**config.mk**
```make
export PLATFORM = sky130hd
export DESIGN_NAME = weight_fetch_ctrl
export DESIGN_NICKNAME = d
export VERILOG_FILES = /design/src/rtl/weight_fetch_ctrl_pkg.sv /design/src/rtl/weight_fetch_ctrl_outst_cnt.sv /design/src/rtl/weight_fetch_ctrl.sv
export SDC_FILE = /design/constraint.sdc
export NUM_CORES = 1
export LEC_CHECK = 0
export ABC_AREA = 1
export BUFFER_PORTS_ARGS = -buffer_cell sky130_fd_sc_hd__buf_2
export CAP_MARGIN = 20
export CORE_MARGIN = 2
export CORE_UTILIZATION = 49
export DETAILED_ROUTE_END_ITERATION = 7
export PLACE_DENSITY = 0.79
export SYNTH_ARGS = -nofsm -noshare
export SYNTH_HDL_FRONTEND = slang
export SYNTH_SLANG_ARGS = --single-unit
export TNS_END_PERCENT = 50
```
**constraint.sdc**
```tcl
create_clock -name clk -period 1.9 [get_ports clk]
set_clock_uncertainty 0.05 [all_clocks]
set_input_delay 0.095 -clock clk [delete_from_list [all_inputs] [get_ports clk]]
set_output_delay 0.095 -clock clk [all_outputs]
set_load 0.05 [all_outputs]
```
**src/rtl/weight_fetch_ctrl_pkg.sv**
```systemverilog
// Shared configuration for the weight-fetch engine.
// Default tile geometry and FSM state encoding.
package weight_fetch_ctrl_pkg;

    localparam int ARRAY_N  = 4;
    localparam int DATA_W   = 8;
    localparam int W_ADDR_W = 10;

    typedef enum logic [1:0] {
        WF_IDLE  = 2'd0,
        WF_FETCH = 2'd1,
        WF_DONE  = 2'd2
    } wf_state_e;

endpackage

```
**src/rtl/weight_fetch_ctrl_outst_cnt.sv**
```systemverilog
// In-flight read counter with stale-response drop tracking.
// Ports: clk, rst, inc_i (issue), dec_i (response), flush_i (tile abort),
//        outst_o (reads in flight), drop_o (responses still to discard).
module wf_outst_cnt
    import weight_fetch_ctrl_pkg::*;
#(
    parameter int MAX_OUTST = 4,
    parameter int OW        = $clog2(MAX_OUTST + 1)
) (
    input  logic          clk,
    input  logic          rst,
    input  logic          inc_i,
    input  logic          dec_i,
    input  logic          flush_i,
    output logic [OW-1:0] outst_o,
    output logic [OW-1:0] drop_o
);

    logic [OW-1:0] outst_q, outst_d;
    logic [OW-1:0] drop_q, drop_d;
    logic          dec_ok;

    // Saturate at zero so a late response after reset cannot wrap.
    assign dec_ok = dec_i & (outst_q != '0);

    always_comb begin
        outst_d = outst_q;
        if (inc_i & ~dec_ok)
            outst_d = outst_q + 1'b1;
        else if (~inc_i & dec_ok)
            outst_d = outst_q - 1'b1;

        drop_d = drop_q;
        // Everything still in flight at abort belongs to the old tile,
        // except a response consumed in this very cycle.
        if (flush_i)
            drop_d = dec_ok ? outst_q - 1'b1 : outst_q;
        else if (dec_i & (drop_q != '0))
            drop_d = drop_q - 1'b1;
    end

    always_ff @(posedge clk) begin
        if (rst) begin
            outst_q <= '0;
            drop_q  <= '0;
        end else begin
            outst_q <= outst_d;
            drop_q  <= drop_d;
        end
    end

    assign outst_o = outst_q;
    assign drop_o  = drop_q;

endmodule

```
**src/rtl/weight_fetch_ctrl.sv**
```systemverilog
// Weight-fetch engine: streams ARRAY_N rows from weight memory into the
// systolic array shadow registers and reports w_done when the tile is loaded.
// Ports: clk, rst (sync, active-high); clr_w, w_read, base_addr, w_done
// (controller side); mem_rd_en, mem_addr, mem_rd_valid, mem_rd_data (memory);
// w_load_en, w_load_row, w_load_data (shadow register write port).
module weight_fetch_ctrl
    import weight_fetch_ctrl_pkg::*;
#(
    parameter int ARRAY_N   = weight_fetch_ctrl_pkg::ARRAY_N,
    parameter int DATA_W    = weight_fetch_ctrl_pkg::DATA_W,
    parameter int ADDR_W    = weight_fetch_ctrl_pkg::W_ADDR_W,
    parameter int MAX_OUTST = 4,
    parameter int REVERSE   = 0
) (
    input  logic                         clk,
    input  logic                         rst,
    input  logic                         clr_w,
    input  logic                         w_read,
    input  logic [ADDR_W-1:0]            base_addr,
    output logic                         w_done,
    output logic                         mem_rd_en,
    output logic [ADDR_W-1:0]            mem_addr,
    input  logic                         mem_rd_valid,
    input  logic [ARRAY_N*DATA_W-1:0]    mem_rd_data,
    output logic                         w_load_en,
    output logic [$clog2(ARRAY_N)-1:0]   w_load_row,
    output logic [ARRAY_N*DATA_W-1:0]    w_load_data
);

    localparam int CW = $clog2(ARRAY_N + 1);
    localparam int RW = $clog2(ARRAY_N);
    localparam int OW = $clog2(MAX_OUTST + 1);

    localparam logic [CW-1:0] N_C      = CW'(ARRAY_N);
    localparam logic [OW-1:0] MAX_O    = OW'(MAX_OUTST);
    localparam logic [RW-1:0] LAST_ROW = RW'(ARRAY_N - 1);

    wf_state_e           state_q, state_d;
    logic [ADDR_W-1:0]   base_q, base_d;
    logic [CW-1:0]       issue_cnt_q, issue_cnt_d;
    logic [CW-1:0]       ret_cnt_q, ret_cnt_d;
    logic                w_done_q, w_done_d;
    logic                ld_en_q;
    logic [RW-1:0]       ld_row_q, ld_row_d;
    logic [ARRAY_N*DATA_W-1:0] ld_data_q;

    logic [OW-1:0]       outst;
    logic [OW-1:0]       drop_cnt;
    logic                fetch;
    logic                issue;
    logic                accept;

    assign fetch = (state_q == WF_FETCH);

    assign issue = fetch & w_read & ~clr_w
                 & (issue_cnt_q < N_C)
                 & (outst < MAX_O);

    // Responses to an aborted tile and the abort-cycle response are discarded.
    assign accept = mem_rd_valid & fetch & ~clr_w
                  & (drop_cnt == '0);

    assign mem_rd_en = issue;
    assign mem_addr  = base_q + ADDR_W'(issue_cnt_q);

    wf_outst_cnt #(
        .MAX_OUTST (MAX_OUTST),
        .OW        (OW)
    ) u_outst (
        .clk     (clk),
        .rst     (rst),
        .inc_i   (issue),
        .dec_i   (mem_rd_valid),
        .flush_i (clr_w),
        .outst_o (outst),
        .drop_o  (drop_cnt)
    );

    always_comb begin
        ld_row_d = ret_cnt_q[RW-1:0];
        if (REVERSE != 0)
            ld_row_d = LAST_ROW - ret_cnt_q[RW-1:0];
    end

    always_comb begin
        state_d     = state_q;
        base_d      = base_q;
        issue_cnt_d = issue_cnt_q;
        ret_cnt_d   = ret_cnt_q;
        w_done_d    = w_done_q;
        if (clr_w) begin
            state_d     = WF_FETCH;
            base_d      = base_addr;
            issue_cnt_d = '0;
            ret_cnt_d   = '0;
            w_done_d    = 1'b0;
        end else begin
            unique case (state_q)
                WF_FETCH: begin
                    if (issue)
                        issue_cnt_d = issue_cnt_q + 1'b1;
                    if (accept)
                        ret_cnt_d = ret_cnt_q + 1'b1;
                    // ret_cnt counts at capture, so this fires in the
                    // cycle of the final w_load_en.
                    if (ret_cnt_q == N_C) begin
                        state_d  = WF_DONE;
                        w_done_d = 1'b1;
                    end
                end
                WF_DONE: w_done_d = 1'b1;
                default: state_d = WF_IDLE;
            endcase
        end
    end

    always_ff @(posedge clk) begin
        if (rst) begin
            state_q     <= WF_IDLE;
            base_q      <= '0;
            issue_cnt_q <= '0;
            ret_cnt_q   <= '0;
            w_done_q    <= 1'b0;
            ld_en_q     <= 1'b0;
            ld_row_q    <= '0;
            ld_data_q   <= '0;
        end else begin
            state_q     <= state_d;
            base_q      <= base_d;
            issue_cnt_q <= issue_cnt_d;
            ret_cnt_q   <= ret_cnt_d;
            w_done_q    <= w_done_d;
            ld_en_q     <= accept;
            if (accept) begin
                ld_row_q  <= ld_row_d;
                ld_data_q <= mem_rd_data;
            end
        end
    end

    assign w_done      = w_done_q;
    assign w_load_en   = ld_en_q;
    assign w_load_row  = ld_row_q;
    assign w_load_data = ld_data_q;

    a_outst: assert property (@(posedge clk) disable iff (rst)
        outst <= MAX_O);

    a_issue: assert property (@(posedge clk) disable iff (rst)
        issue_cnt_q <= N_C);

    a_load: assert property (@(posedge clk) disable iff (rst)
        accept |-> ret_cnt_q < N_C);

    a_proto: assert property (@(posedge clk) disable iff (rst)
        !(mem_rd_valid && !fetch && drop_cnt == '0));

endmodule

```
==> qor.yml <==
path_common_cell: "buf_6"
cts_max_level: 3
pin_count: 94
rsz0062_at_grt: "yes"
criticalPathCategory: "flip-flop to primary output"
ys.warnings.count: 0
p_comb_share_pct: 24.6
die_y_um: 77.4
violations: "setup timing"
seqPwrFrac_pct: 40.1
seq_area_frac_synth_pct: 45.5
status: "complete, but fails checks"
clk_pin_slew_worst_paths_ns: 0.07
yosys.area.top_type_share_pct: 45.5
avgSynthCellArea_um2: 7.50
mappedNetlistArea_um2: 2640
yosysMostFrequentCell: "nor2_1"
min_to: "base_q[1]"
synth_ff_type: "dfxtp_1"
cts_sinks: 60
setup_slack_ns: -0.189
cp-start-kind: "flip-flop"
relSlewSlack_pct: 62.5
min-delay-path-class: "input pin to flip-flop"
crit_chain: "ha_4 -> inv_2 -> fa_2 -> o21ai_4 -> buf_6 -> xor2_2 -> buf_6"
cts.path.max_buffers: 2
cpLargestDelayFamily: "adder cells"
area_growth_pct: 49.4
first_global_vias: 2627
end_kind: "primary output"
hold_viol_final: 0
worstPathMaxFanout: 3
slowest_delay_ns: 0.38
dr.pass1.iters: 4
switching_share_pct: 30.6
synth.ff_latch_count: 60
yosysTopAreaCell: "dfxtp_1"
hpwlAfterDp_um: 4110
finalPower_mw: 3.53
grt_first_pass_wirelength_um: 11400
start_util_pct: 51.4
drive_above_1_share_pct: 28.1
synth_edf_count: 0
cts_tree: "yes"
grt_max_degree: 40
synthTopCellsByCount: "91 x nor2_1, 60 x dfxtp_1, 50 x o21ai_0"
total_leakage_power_nw: 1.87
ff2ff_setup_slack_ns: 0.16
grt_overflow: 0
maxClockFrequency_mhz: 479
die-width_um: 77.4
p_switching_mw: 1.08
vdd_drop_max_mv: 0.877
finalNetCount: 551
setup-violations-final: 3
layout_min_cycle_time_ns: 2.09
drc: 0
numCtsBuffers: 9
rr_startpoint: "u_outst.drop_o[0]"
cts-root-buf: "clkbuf_8"
syn_inst: 352
r2r-end: "ret_cnt_q[0]"
arrival_ns: 1.94
hold_depth: 3
p_int_mw: 2.45
clkPwrFrac_pct: 35.2
coreArea_um2: 5140
hp-start: "base_addr[1]"
async_reset_ff_share_pct: 0
finalCritPeriodShare_pct: 110
clk_latency_ns: 0.32
multi_input_area_um2: 1350
ys_top_cells_by_area: "dfxtp_1 45%, nor2_1 13%, o21ai_0 9.5%, nand2_1 6.0%, ha_1 5.7%"
path_buf_inv: 3
vias: 2714
wire_per_inst_um: 12.1
report.final.slew_viol_count: 0
reg2reg_depth: 9
place_congestion: 0.792
required_ns: 1.75
portBuffers: 93
pre_cts_ws_ns: -0.0937
via_per_inst: 4.80
routed_wl_um: 6850
die-area_um2: 5990
fillers: 389
synth_nets: 412
powerDensity_nw_per_um2: 895
antenna_cells: 0
antenna_found_initial: 0
tightest_slew_ns: 0.562
final-seq-area_um2: 1200
grt_use_total_pct: 23.4
max_cap_viol_count: 0
slowest_stage: "fa_2"
rows: 26
drt-initial-drc-count: 99
postRouteAntennaNets: 0
synth_cell_types: 22
[cells by family after synthesis]
family,share of synthesized area [%]
AOI/OAI and AO/OA,14.4
xor gates and xnor gates,2.99
adders and majority gates,6.45
buffers and inverters,8.25
DFF,45.5
and+or+nand+nor,22.4
[flip-flops by register name, summed over array words and instances (netlist names)]
signal	flops
w_load_row	2
base_q	10
ret_cnt_q	3
u_outst.drop_o	3
w_load_data	32
issue_cnt_q	3
u_outst.outst_o	3
state_q	2
w_load_en	1
w_done	1
[area by class of cell]
class                           instances  area share [%]
Inverter                               31            2.95
Sequential cell                        60            30.5
Timing Repair Buffer                  143            24.7
Tap cell                               70            2.22
Clock buffer                           11            3.59
Clock inverter                          4            1.87
Multi-Input combinational cell        246            34.1
[stage by stage]
stage	cell area [µm²]	hold slack [ns]	utilization, %	setup TNS, ns	std cells
final	3940	0.0225	76.7	-0.527	565
after global routing	3940	0.0245	76.7	-0.889	565
after CTS	3900	0.00242	75.9	-0.465	563
after detailed placement	3220	0.276	62.7	-0.0937	509
after global placement	3220	0.271	62.7	-0.0681	509
after floorplan	2700	0.114	-	-0.123	352
[tightest hold or removal path, delay by kind of cell]
kind	cells	cell delay, ns
AO/OA/AOI/OAI	2	0.18
buffers and inverters	1	0.08
[power groups by stage]
stage                     registers (mW)  clock network (mW)  logic [mW]
final                               1.42                1.24       0.869
after global routing                1.43                1.34       0.974
after CTS                           1.41                1.28       0.860
after detailed placement            1.44                   0       0.785
after global placement              1.43                   0       0.766
after floorplan                     1.55                   0       0.488
[routing by layer]
metal	share of wire (%)	global-route usage, %
met4	1.5	7.14
met2	51	44.3
met5	0	0
met3	4.5	5.58
met1	43	25.6
[placed cells by master, fill, tap and decap left out, types with 2 or more instances in the layout]
cell type	count
dfxtp_2	2
nand3_1	8
nand2_2	2
a21oi_1	20
buf_2	86
bufinv_16	2
nor2_1	90
dfxtp_1	58
clkbuf_8	10
ha_1	10
dlygate4sd3_1	39
inv_2	2
ha_4	2
inv_1	29
xor2_4	2
o21ai_1	5
buf_6	5
o21ai_0	49
buf_4	13
nand2_1	40
xnor2_1	2
xor2_1	3
nor3_1	2
[worst max-delay path by stage]
| stage | from | endpoint | slack [ns] | cells past startpoint |
|---|---|---|---|---|
| after floorplan | issue_cnt_q[0] | mem_addr[6] | -0.09 | 6 |
| after global placement | base_q[0] | mem_addr[6] | -0.07 | 7 |
| after detailed placement | base_q[0] | mem_addr[6] | -0.09 | 7 |
| after CTS | base_q[0] | mem_addr[4] | -0.16 | 7 |
| after global routing | issue_cnt_q[0] | mem_addr[4] | -0.24 | 7 |
| final | issue_cnt_q[0] | mem_addr[4] | -0.19 | 7 |
[timing repair]
action,CTS,global route
buffers inserted,0,2
gates resized for setup,21,8
pin swaps,4,4
endpoints found under the setup margin,7,9
hold endpoints to repair,42,0
hold buffers,39,0
No activity file was read; power rests on OpenSTA's default activity.
